[config.mk]
export PLATFORM = sky130hd
export DESIGN_NAME = hazard_ctrl
export DESIGN_NICKNAME = d
export VERILOG_FILES = /design/src/rtl/cpu_pkg.sv /design/src/rtl/hazard_ctrl_sat_counter.sv /design/src/rtl/hazard_ctrl.sv
export SDC_FILE = /design/constraint.sdc
export NUM_CORES = 1
export LEC_CHECK = 0
export ABC_AREA = 1
export ABC_CLOCK_PERIOD_IN_PS = 4200
export CAP_MARGIN = 20
export CORE_MARGIN = 4
export CORE_UTILIZATION = 55
export CTS_CLUSTER_DIAMETER = 40
export DETAILED_ROUTE_END_ITERATION = 8
export GPL_TIMING_DRIVEN = 1
export PLACE_DENSITY_LB_ADDON = 0.15
export SYNTH_ARGS = -nofsm -noshare
export SYNTH_HDL_FRONTEND = slang
export SYNTH_SLANG_ARGS = --single-unit
[constraint.sdc]
create_clock -name clk -period 4.2 [get_ports clk]
set_input_delay 1.05 -clock clk [delete_from_list [all_inputs] [get_ports clk]]
set_output_delay 1.05 -clock clk [all_outputs]
set_load 0.005 [all_outputs]
[src/rtl/cpu_pkg.sv]
// cpu_pkg: shared pipeline constants, scoreboard entry type and flush FSM states
package cpu_pkg;
  localparam int REG_IDX_W = 5;
  localparam logic [REG_IDX_W-1:0] ZERO_REG = '0;
  typedef struct packed {
    logic                 valid;
    logic                 wr;
    logic [REG_IDX_W-1:0] rd;
    logic                 load;
  } sb_entry_t;
  typedef enum logic {RUN, SQUASH} flush_state_t;
  function automatic logic produces(input sb_entry_t e, input logic [REG_IDX_W-1:0] r);
    return e.valid & e.wr & (e.rd == r) & (r != ZERO_REG);
  endfunction
endpackage

[src/rtl/hazard_ctrl_sat_counter.sv]
// sat_counter: counter that increments on inc and sticks at all-ones
//   clk, rst_n (async active-low), inc: count enable, count: current value
module sat_counter #(
  parameter int W = 16
) (
  input  logic         clk,
  input  logic         rst_n,
  input  logic         inc,
  output logic [W-1:0] count
);
  logic [W-1:0] r_count;
  always_ff @(posedge clk or negedge rst_n)
    if (!rst_n) r_count <= '0;
    else if (inc && r_count != '1) r_count <= r_count + W'(1);
  assign count = r_count;
endmodule

[src/rtl/hazard_ctrl.sv]
// hazard_ctrl: stall/forward/flush control for the decode stage of a 5-stage pipeline
//   inputs : clk, rst_n (async active-low), ID instruction fields, ex_is_jump (raw ID/EX bit)
//   outputs: should_stall, pc_hold, if_flush, fwd_a, fwd_b, stall_count, flush_count
module hazard_ctrl
  import cpu_pkg::*;
#(
  parameter int CNT_W = 16
) (
  input  logic                 clk,
  input  logic                 rst_n,
  input  logic                 id_valid,
  input  logic [REG_IDX_W-1:0] id_rs1,
  input  logic [REG_IDX_W-1:0] id_rs2,
  input  logic                 id_uses_rs1,
  input  logic                 id_uses_rs2,
  input  logic                 id_reg_wrenable,
  input  logic [REG_IDX_W-1:0] id_write_reg,
  input  logic                 id_mem_to_reg,
  input  logic                 ex_is_jump,
  output logic                 should_stall,
  output logic                 pc_hold,
  output logic                 if_flush,
  output logic                 fwd_a,
  output logic                 fwd_b,
  output logic [CNT_W-1:0]     stall_count,
  output logic [CNT_W-1:0]     flush_count
);
  sb_entry_t    r_ex, r_mem, w_id_entry;
  flush_state_t r_state, w_state_next;
  logic w_live1, w_live2, w_ex1, w_ex2, w_mem1, w_mem2;
  logic w_jump, w_load_use, w_mem_dep, w_hold;
  assign w_id_entry = '{valid: id_valid, wr: id_reg_wrenable, rd: id_write_reg, load: id_mem_to_reg};
  assign w_live1 = id_valid & id_uses_rs1;
  assign w_live2 = id_valid & id_uses_rs2;
  assign w_ex1   = w_live1 & produces(r_ex, id_rs1);
  assign w_ex2   = w_live2 & produces(r_ex, id_rs2);
  assign w_mem1  = w_live1 & produces(r_mem, id_rs1);
  assign w_mem2  = w_live2 & produces(r_mem, id_rs2);
  // ex_is_jump survives bubbles, so only a valid EX entry may take a jump;
  // SQUASH always follows a jump with a bubble in EX, making the state gate redundant but explicit
  assign w_jump     = ex_is_jump & r_ex.valid & (r_state == RUN);
  assign w_load_use = (w_ex1 | w_ex2) & r_ex.load;
  assign w_mem_dep  = w_mem1 | w_mem2;
  assign w_hold     = ~w_jump & (w_load_use | w_mem_dep);
  always_comb begin
    should_stall = w_jump | w_hold;
    pc_hold      = w_hold;
    if_flush     = w_jump;
    fwd_a        = ~w_jump & w_ex1 & ~r_ex.load;
    fwd_b        = ~w_jump & w_ex2 & ~r_ex.load;
    w_state_next = (r_state == RUN && w_jump) ? SQUASH : RUN;
  end
  always_ff @(posedge clk or negedge rst_n)
    if (!rst_n) begin
      r_ex    <= '0;
      r_mem   <= '0;
      r_state <= RUN;
    end else begin
      r_mem   <= r_ex;
      r_ex    <= should_stall ? '0 : w_id_entry;
      r_state <= w_state_next;
    end
  sat_counter #(.W(CNT_W)) u_stall_cnt (
    .clk   (clk),
    .rst_n (rst_n),
    .inc   (w_hold),
    .count (stall_count)
  );
  sat_counter #(.W(CNT_W)) u_flush_cnt (
    .clk   (clk),
    .rst_n (rst_n),
    .inc   (w_jump),
    .count (flush_count)
  );
endmodule

==> impl_metrics.toml, run 1 <==
[synth]
synth_top_area_share_pct = 43.5
synth_top_area_cell = "dfrtp_1"
ys_seq_elements = 48
netlist_area_um2 = 2760
synth_nets = 392
seq_area_frac_synth_pct = 43.5
syn_avg_cell_area_um2 = 7.53
synth_cell_type_count = 25
synthesis.instances = 367
yosys_warnings = 0
ys_top_cells_by_area = "dfrtp_1, nand2_1, inv_1"

[setup_path]
rrSetupSlack_ns = 2.30
critical_path_class = "in2out"
r2r_cells = 7
slowest_stage = "clkdlybuf4s50_1"
critPathMaxFanout = 3
startpoint_type = "input port"
endpoint_kind = "primary output"
crit_path_frequent_cell = "nand2_1"
r2r-start = "u_stall_cnt.count[0]$_DFFE_PN0P_"
cp.required_ns = 3.15
cp_cell_sequence = "clkdlybuf4s50_1 > nand2_1 > a21oi_1 > nand2_1 > nor2_1 > nand2_1 > nand2_1 > nand2_1 > nand2_4 > inv_2 > nor2_1 > clkdlybuf4s50_1"
r2r-end = "u_stall_cnt.count[6]$_DFFE_PN0P_"
critical_path_arrival_ns = 2.93
slowest_delay_ns = 0.53

[place]
place.gp.congestion = 0.892
io_buffers = 59
dp_hpwl_mm = 4.77

[cts]
cts_buffers = 5
cts_tree = "yes"
cts-root-buf = "clkbuf_8"
cts.path.max_buffers = 2
postCtsSetupRepairBufs = 0
cts_hold_buf = 0
cts.sinks = 48
clk_latency_ns = 0.30
cts.repair.resized = 0
htreeDepth = 2
path_clk_slew_ns = 0.09

[floorplan]
rows = 25
start_util_pct = 57.7
io_pins = 60
die_w_um = 78.9
coreArea_um2 = 4790
design.die.area_um2 = 6220
die_y_um = 78.9

[power]
ir_drop_mv = 0.358
power_density_nw_per_um2 = 284
finalPower_w = 0.00100
p_leak_nw = 1.74

[layout]
seq_area_um2 = 1200
n_antenna_cell = 0
layout-drive-gt1-share_pct = 6.45
final_cell_mix = "nand2_1, clkdlybuf4s50_1, inv_1, dfrtp_1, nor2_1"
layout_commonest_cell = "nand2_1"
syn_to_final_growth_pct = 28.0
nets = 458
n_fill_cell = 393
multiInputGateArea_um2 = 1330

[timing]
worst_slew_pin_slew_ns = 0.545
min_period_ns = 3.98
fmax_mhz = 251
setup_viol = 0
hold_violations = 0
tns_ns = 0
fin_skew_ns = 0.00754
timing.final.max_slew_violations = 0
grt_setup_unrepaired = "false"
maxSlewHeadroom_pct = 63.7
min_period_over_period_pct = 94.8

[global_route]
grt_use_met1_pct = 31.5
grt_use_met3_pct = 4.31
grt_pass1_wl_mm = 11.3
busiest_layer = "met2"
grt_pass1_vias = 2447
met2_usage_pct = 36.2
antenna_found_initial = 0
grt.total_usage_pct = 22.4
grt_start_max_net_pins = 49
grt_overflow_total = 0

[drt]
via_per_inst = 5.00
drc_errors = 0
drtPass1Iterations = 4
drt_iter0_drc = 97
ant_nets = 0
wl_mm = 6.47
post_drt_wl_per_cell_um = 12.9
dr_total_vias = 2503

[worst_hold_path]
hold_start = "r_ex[6]$_DFF_PN0_"
hold_depth = 0
holdPathEnd = "r_mem[6]$_DFF_PN0_"
holdCritPathClass = "reg2reg"

[job]
maxCapViolCount = 0

[run_status]
status = "complete, no violations"
[sequential cells by signal, summed over array words and instances (netlist names)]
name               count
r_ex                   8
r_mem                  7
r_state                1
u_flush_cnt.count     16
u_stall_cnt.count     16
[synthesized netlist by cell type (all sizes together)]
cell type / n
nand2: 123
a21oi: 3
dfrtp: 48
nand3: 21
nor3b: 1
nand4: 21
inv: 54
xor2: 20
nor2: 48
buf: 3
xnor2: 13
ha: 2
clkbuf: 1
nor3: 9
[final cells by class]
class,count,area share (%)
inverters,54,5.73
multi-input cells,261,37.6
repair buffers,63,17.8
clock buffers,8,2.55
flip-flops and latches,48,34.0
well taps,67,2.37
[logic make-up (layout without fill, tap and decap cells)]
group                      after synthesis  count (layout)  synth area share [%]
buffers and inverters                   58             125                  8.33
adders and majority gates                2               2                 0.906
xor gates and xnor gates                33              33                  10.5
DFF                                     48              48                  43.5
AOI/OAI and AO/OA                        3               3                 0.543
and+or+nand+nor                        223             223                  36.3
[critical path: cells and delay by family]
family          cells  cell delay [ns]
compound gates      1             0.13
buf+inv             3             1.09
simple gates        8             0.66
[metal layers]
metal	vias to the layer above	share of wire, %
met5	-	0
met4	0	0.88
met3	6	4.2
met2	62	46
met1	1171	49
li1	1264	-
[worst max-delay path by stage]
| stage | cells past startpoint | slack (ns) | endpoint | startpoint |
|---|---|---|---|---|
| 2_1_floorplan | 11 | 1.34 | should_stall | id_rs2[1] |
| 3_3_place_gp | 12 | 0.23 | pc_hold | id_valid |
| 3_5_place_dp | 12 | 0.25 | pc_hold | id_valid |
| 4_1_cts | 12 | 0.24 | pc_hold | id_valid |
| 5_1_grt | 12 | 0.05 | pc_hold | id_valid |
| 6_report | 12 | 0.22 | pc_hold | id_valid |
[power by group]
part | switching, W | total, W | internal, W
Sequential | 0.0000421 | 0.000540 | 0.000498
Combinational | 0.0000806 | 0.000182 | 0.000102
Clock | 0.000146 | 0.000281 | 0.000135
[through the flow]
| step | cells | instance area (µm²) | utilization, % | setup WS [ns] | hold slack, ns |
|---|---|---|---|---|---|
| floorplan | 367 | 2760 | - | 1.34 | 0.354 |
| global placement | 492 | 3430 | 71.6 | 0.229 | 0.361 |
| detailed placement | 492 | 3430 | 71.6 | 0.246 | 0.382 |
| CTS | 500 | 3520 | 73.5 | 0.235 | 0.404 |
| global route | 501 | 3540 | 73.9 | 0.0502 | 0.415 |
| finish | 501 | 3540 | 73.9 | 0.219 | 0.404 |
Note: power is estimated with default switching activity, not from simulation.
==> run 2, diff against run 1 <==
Settings changed: RECOVER_POWER set to 100.
==> run 2 against run 1 <==
Against the previous run: cell count unchanged; non-clock buffer count unchanged; die area stayed put; via count is 0.72% higher; clock skew grew 0.0011 ns; clock power barely moved; core utilization down 0.99 points; total power is 1.5% lower; first-iteration DRC count increased by 33%; critical path type unchanged; critical endpoint unchanged; largest cell class unchanged; largest power group unchanged; highest routed layer unchanged.
==> impl_metrics.toml, run 2 (synthesis gave the netlist of run 1 again) <==
[floorplan]
die_y_um = 78.9
design.die.area_um2 = 6220
die_w_um = 78.9
rows = 25
coreArea_um2 = 4790
start_util_pct = 57.7
io_pins = 60

[timing]
fin_skew_ns = 0.00863
grt_setup_unrepaired = "false"
maxSlewHeadroom_pct = 6.69
hold_violations = 0
min_period_over_period_pct = 94.9
fmax_mhz = 251
timing.final.max_slew_violations = 0
tns_ns = 0
min_period_ns = 3.99
worst_slew_pin_slew_ns = 1.40
setup_viol = 0

[run_status]
status = "complete, no violations"

[global_route]
grt_pass1_wl_mm = 11.3
grt_start_max_net_pins = 49
antenna_found_initial = 0
grt_overflow_total = 0
grt.total_usage_pct = 22.4
grt_pass1_vias = 2447

[setup_path]
critical_path_arrival_ns = 2.94
slowest_stage = "clkdlybuf4s50_1"
crit_family = "buffers and inverters"
crit_path_frequent_cell = "nand2_1"
startpoint_type = "input port"
cp.required_ns = 3.15
cp_cell_sequence = "clkdlybuf4s50_1 > nand2_1 > a21oi_1 > nand2_1 > nor2_1 > nand2_1 > nand2_1 > nand2_1 > nand2_4 > inv_1 > nor2_1 > clkdlybuf4s50_1"
slowest_delay_ns = 0.53
path_buf_inv = 3
endpoint_kind = "primary output"
critPathMaxFanout = 3
critical_path_class = "in2out"

[cts]
cts.path.max_buffers = 2
postCtsSetupRepairBufs = 0
cts_buffers = 5
cts.sinks = 48
cts_tree = "yes"
cts.repair.resized = 0
cts_hold_buf = 0
htreeDepth = 2
path_clk_slew_ns = 0.09
cts-root-buf = "clkbuf_8"
clk_latency_ns = 0.30

[drt]
ant_nets = 0
wl_mm = 6.48
drtPass1Iterations = 4
via_per_inst = 5.03
dr_total_vias = 2521
drt_iter0_drc = 129
drc_errors = 0
post_drt_wl_per_cell_um = 12.9

[layout]
syn_to_final_growth_pct = 26.3
instances_no_fill = 501
final_cell_mix = "nand2_1, inv_1, dfrtp_1, nor2_1, dlygate4sd3_1"
n_antenna_cell = 0
layout_commonest_cell = "nand2_1"
nets = 458
layout-drive-gt1-share_pct = 3.92
n_fill_cell = 403

[job]
maxCapViolCount = 0

[place]
dp_hpwl_mm = 4.77
io_buffers = 59
place.gp.congestion = 0.892
numPlacedInstances = 492

[worst_hold_path]
holdCritPathClass = "reg2reg"

[power]
power_density_nw_per_um2 = 283
ir_drop_mv = 0.348
p_leak_nw = 1.82
finalPower_w = 0.000988
-- run 2: area by class of cell --
class	instances	area (µm²)	area share, %
Tap cell	67	83.8	2.40
Timing Repair Buffer	63	603	17.3
Multi-Input combinational cell	261	1310	37.5
Inverter	54	203	5.81
Sequential cell	48	1200	34.4
Clock buffer	8	90.1	2.58
-- run 2: where the power goes --
part	switching (W)	internal, W
registers	0.0000406	0.000498
clock network	0.000146	0.000135
logic	0.0000796	0.0000893
-- run 2: layer usage --
layer,vias to the layer above,wire length (µm),track usage [%]
li1,1264,-,-
met3,6,291,4.31
met1,1190,3120,31.5
met2,61,3020,36.2
met4,0,57,5.15
met5,-,0,0
-- run 2: path summary, 6_finish.rpt --
check	startpoint	endpoint	slack, ns	depth (start not counted)
max reg2reg	r_ex[2]$_DFF_PN0_	u_stall_cnt.count[6]$_DFFE_PN0P_	1.45	11
max	id_valid	pc_hold	0.21	12
max in group asynchronous	rst_n	u_stall_cnt.count[6]$_DFFE_PN0P_	1.33	2
min	r_ex[7]$_DFF_PN0_	r_mem[7]$_DFF_PN0_	0.41	0
min in group asynchronous	rst_n	r_ex[0]$_DFF_PN0_	0.99	1
min reg2reg	r_ex[7]$_DFF_PN0_	r_mem[7]$_DFF_PN0_	0.41	0
-- run 2: metrics by stage --
stage,hold WS (ns),cell area [µm²],utilization (%),setup slack [ns]
final,0.407,3490,72.9,0.214
after global routing,0.415,3490,72.9,0.0392
after CTS,0.404,3520,73.5,0.235
after detailed placement,0.382,3430,71.6,0.246
after global placement,0.361,3430,71.6,0.229
after floorplan,0.354,2760,-,1.34
==> run 3, diff against run 2 <==
Settings changed: ABC_CLOCK_PERIOD_IN_PS 4200 to not set, GPL_ROUTABILITY_DRIVEN set to 0.
==> run 3 against run 2 <==
Against the previous run: the run now ends with max-capacitance violations, max-slew violations left; core utilization shrank 0.26 points; die area is the same; worst hold slack got worse by 0.013 ns; worst setup slack got worse by 0.0057 ns; non-clock buffer count unchanged.
==> impl_metrics.toml, run 3 (synthesis gave the netlist of run 1 again) <==
[timing]
fmax_mhz = 251
min_period_over_period_pct = 95.0
setup_ws_ns = 0.209
timing.final.max_slew_violations = 30
maxSlewHeadroom_pct = -0.856
fin_skew_ns = 0.00530
tns_ns = 0
min_period_ns = 3.99
setup_viol = 0
worst_slew_pin_slew_ns = 1.51
grt_setup_unrepaired = "false"
hold_violations = 0

[place]
io_buffers = 59
place_area_um2 = 3430
pre_cts_ws_ns = 0.236
dp_hpwl_mm = 4.71

[drt]
via_per_inst = 5.03
drc_errors = 0
wl_met1_mm = 2.93
drtPass1Iterations = 4
wl_met2_mm = 3.03
dr.max_layer_used = "met4"
post_drt_wl_per_cell_um = 12.6
dr_total_vias = 2516
drt_iter0_drc = 183
ant_nets = 0
wl_mm = 6.32
wl_met3_um = 295

[floorplan]
die_y_um = 78.9
coreArea_um2 = 4790
start_util_pct = 57.7
io_pins = 60
rows = 25
design.die.area_um2 = 6220
die_w_um = 78.9

[layout]
stdcell_area_um2 = 3480
final_cell_mix = "nand2_1, inv_1, dfrtp_1, nor2_1, dlygate4sd3_1"
nets = 458
syn_to_final_growth_pct = 25.9
n_fill_cell = 400
utilization_pct = 72.7
layout_commonest_cell = "nand2_1"
n_antenna_cell = 0
layout-drive-gt1-share_pct = 3.93

[power]
power.clock.fraction_pct = 26.5
p_leak_nw = 1.81
p_sw_share_pct = 27.2
power_density_nw_per_um2 = 277
ir_drop_mv = 0.241
p_sw_w = 0.000261
p_comb_share_pct = 17.4
cellInternalPower_w = 0.000700
pwr-share-seq_pct = 56.0

[worst_hold_path]
hold_start = "r_ex[6]$_DFF_PN0_"
hold_depth = 0
holdCritPathClass = "reg2reg"

[cts]
cts_hold_buf = 0
clk_latency_ns = 0.29
cts_buffers = 5
cts.sinks = 48
path_clk_slew_ns = 0.08
cts.repair.resized = 0
htreeDepth = 2
cts_tree = "yes"
postCtsSetupRepairBufs = 0
cts.path.max_buffers = 2
cts-root-buf = "clkbuf_8"

[setup_path]
endpoint_kind = "primary output"
r2r-start = "r_ex[1]$_DFF_PN0_"
startpoint = "id_valid"
r2r-end = "u_stall_cnt.count[7]$_DFFE_PN0P_"
startpoint_type = "input port"
endpoint = "pc_hold"
cp.required_ns = 3.15
critPathMaxFanout = 3
critical_path_class = "in2out"
rrSetupSlack_ns = 1.51
r2r_cells = 11
critical_path_arrival_ns = 2.94

[global_route]
grt_pass1_wl_mm = 10.9
grt_overflow_total = 0
grt_start_max_net_pins = 49
antenna_found_initial = 0
grt_pass1_vias = 2420
grt.total_usage_pct = 21.8

[run_status]
status = "finished with violations"
violations = "max-capacitance violations, max-slew violations"

[job]
maxCapViolCount = 1
==> run 3: cell types whose count changed in the layout (fill, tap and decap cells not counted), sizes merged <==
cell,previous run,this run
clkinv,0,1
clkbuf,12,10
==> run 3: critical path: stages <==
cell and delay [ns]:
clkdlybuf4s50_1 0.53, nand2_1 0.08, a21oi_1 0.15, nand2_1 0.08
nor2_1 0.08, nand2_1 0.05, nand2_1 0.06, nand2_1 0.08
nand2_4 0.07, inv_1 0.04, nor2_1 0.13, clkdlybuf4s50_1 0.53
==> run 3: per-stage QoR <==
step	cells	total power [W]	hold WS, ns
3_3_place_gp	492	0.000723	0.363
6_report	500	0.000962	0.394
2_1_floorplan	367	0.000619	0.354
3_5_place_dp	492	0.000727	0.370
4_1_cts	499	0.000988	0.389
5_1_grt	500	0.00102	0.422
==> run 3: layout make-up <==
class / count / area (µm²) / share of cell area (%)
Sequential cell: 48 / 1200 / 34.5
Clock buffer: 6 / 72.6 / 2.09
Multi-Input combinational cell: 261 / 1310 / 37.6
Timing Repair Buffer: 63 / 603 / 17.3
Tap cell: 67 / 83.8 / 2.41
Inverter: 54 / 203 / 5.83
Clock inverter: 1 / 5.00 / 0.144
==> run 3: worst min-delay path by stage <==
stage	endpoint	slack, ns
3_3_place_gp	r_mem[6]$_DFF_PN0_	0.36
2_1_floorplan	r_mem[6]$_DFF_PN0_	0.35
3_5_place_dp	r_mem[6]$_DFF_PN0_	0.37
5_1_grt	r_mem[6]$_DFF_PN0_	0.42
4_1_cts	r_mem[6]$_DFF_PN0_	0.39
6_report	r_mem[6]$_DFF_PN0_	0.39
==> run 3: metal layers <==
| metal | global-route usage [%] | vias to the layer above |
|---|---|---|
| met5 | 0 | - |
| met4 | 5.84 | 0 |
| met3 | 3.29 | 6 |
| met2 | 36.3 | 65 |
| met1 | 29.7 | 1177 |
| li1 | - | 1268 |
==> run 3: power by group through the flow <==
stage | registers (W) | clock network [W] | logic, W
final | 0.000539 | 0.000255 | 0.000168
after global routing | 0.000546 | 0.000284 | 0.000190
after CTS | 0.000540 | 0.000268 | 0.000181
after detailed placement | 0.000547 | 0 | 0.000180
after global placement | 0.000547 | 0 | 0.000176
after floorplan | 0.000543 | 0 | 0.0000766
==> RTL change, RTL diff (config.mk and constraints of run 2) <==
Set the package constant `REG_IDX_W` to 6 (it was 5).
--- a/src/rtl/cpu_pkg.sv
+++ b/src/rtl/cpu_pkg.sv
@@ -2,3 +2,3 @@
 package cpu_pkg;
-  localparam int REG_IDX_W = 5;
+  localparam int REG_IDX_W = 6;
   localparam logic [REG_IDX_W-1:0] ZERO_REG = '0;
Interface: changed (resized id_rs1, id_rs2 and id_write_reg); port bits go from 60 to 63. The function was not compared with the original's and may differ.
==> RTL change against run 2 <==
The run now ends with max-capacitance violations left. Worst hold slack worse by 0.0093 ns. Count of clock-buffer cells in the layout shrank 3. Synthesized area rose by 5.2%. Clock power is 20% higher. Non-clock buffer count is 3 higher. Worst setup slack worse by 0.10 ns. Sequential share of layout area fell by 0.33 points. Sequential cell count rose by 2. Wire length is 5.5% higher. Total power grew 10%. Design area increased by 5.2%. Die area grew 4.6%. Critical endpoint is now fwd_a.
==> RTL change: results (changes against run 2) <==
logic_synthesis:
  synthMuxAreaShare_pct: 0.388  # +0.39 points
  ys_seq_area_share_pct: 43.1  # -0.41 points
  synthXorXnorAreaFrac_pct: 9.65  # -0.82 points
  syn_area_per_cell_sq_um: 7.51  # -0.27%
  synthTopCellsByArea: "dfrtp_1, nand2_1, nor2_1"
  ys_top_cells_by_count: "nand2_1, nor2_1, dfrtp_1"
  synth_compound_area_share_pct: 1.42  # +0.88 points
sta:
  maxSlewHeadroom_pct: 0.148  # -6.5 points
  finalClockSkew_ns: 0.00637  # -0.00227 ns
placement:
  pre_cts_ws_ns: 0.169  # -0.0772 ns
  port_buffers: 62  # +5.1%
  gp_congestion: 0.997  # +12%
detailed_routing:
  wl_met1_mm: 3.13  # +0.45%
  drt_iter0_drc: 98  # -24%
  wl_met3_um: 348  # +20%
run:
  max-cap-violations: 1  # +1
global_route:
  use_met3_pct: 4.26  # -0.048 points
  met1_usage_pct: 30.8  # -0.71 points
  grt_max_degree: 30  # -39%
  grt_util_met2_pct: 37.7  # +1.5 points
  first_global_vias: 2586  # +5.7%
critical_path:
  slowest_stage: "dlygate4sd3_1"
  rr_worst_depth: 13  # +2
  slowest_delay_ns: 0.62  # +0.09 ns
pwr:
  comb_power_mw: 0.185  # +9%
  p_int_mw: 0.794  # +10%
  power_density_mw_per_mm2: 296  # +4.6%
  ir_drop_mv: 0.254  # -27%
cells_and_area:
  nNetsFinal: 482  # +5.2%
  n_fill_cell: 428  # +6.2%
  layout-drive-gt1-share_pct: 3.52  # -0.40 points
run_status:
  violations: "max-capacitance violations"
  status: "finished with violations"
## RTL change: cell count changes after synthesis, moves of 2 or more
cell | before | now
nor2_1 | 44 | 65
nand3_1 | 19 | 27
nand2_1 | 120 | 114
inv_2 | 6 | 2
inv_1 | 48 | 45
nor2_2 | 3 | 0
nor3_1 | 8 | 5
o21ai_0 | 0 | 3
buf_2 | 1 | 3
dfrtp_1 | 48 | 50
nor4_1 | 0 | 2
## RTL change: layout make-up
type	instances	area, sq um	share of cell area, %
Timing Repair Buffer	66	636	17.3
Tap cell	70	87.6	2.39
Clock buffer	5	68.8	1.88
Sequential cell	50	1250	34.1
Inverter	47	176	4.81
Multi-Input combinational cell	284	1410	38.3
Clock inverter	3	45.0	1.23
## RTL change: kinds of logic (layout without fill, tap and decap cells)
| kind of cell | count (synthesis) | after routing |
|---|---|---|
| AO/OA/AOI/OAI | 7 | 7 |
| XOR/XNOR | 32 | 32 |
| adder cells (fa/ha/maj) | 2 | 2 |
| buffers and inverters | 53 | 121 |
| flip-flops | 50 | 50 |
| multiplexers | 1 | 1 |
| AND/OR/NAND/NOR | 242 | 242 |
## RTL change: final timing paths
check                             startpoint  slack (ns)                           endpoint
min                        r_ex[7]$_DFF_PN0_        0.40                 r_mem[7]$_DFF_PN0_
min reg2reg                r_ex[7]$_DFF_PN0_        0.40                 r_mem[7]$_DFF_PN0_
max                               ex_is_jump        0.11                              fwd_a
min in group asynchronous              rst_n        0.99  u_stall_cnt.count[13]$_DFFE_PN0P_
max in group asynchronous              rst_n        1.23                  r_ex[0]$_DFF_PN0_
max reg2reg                r_ex[1]$_DFF_PN0_        1.36  u_stall_cnt.count[10]$_DFFE_PN0P_
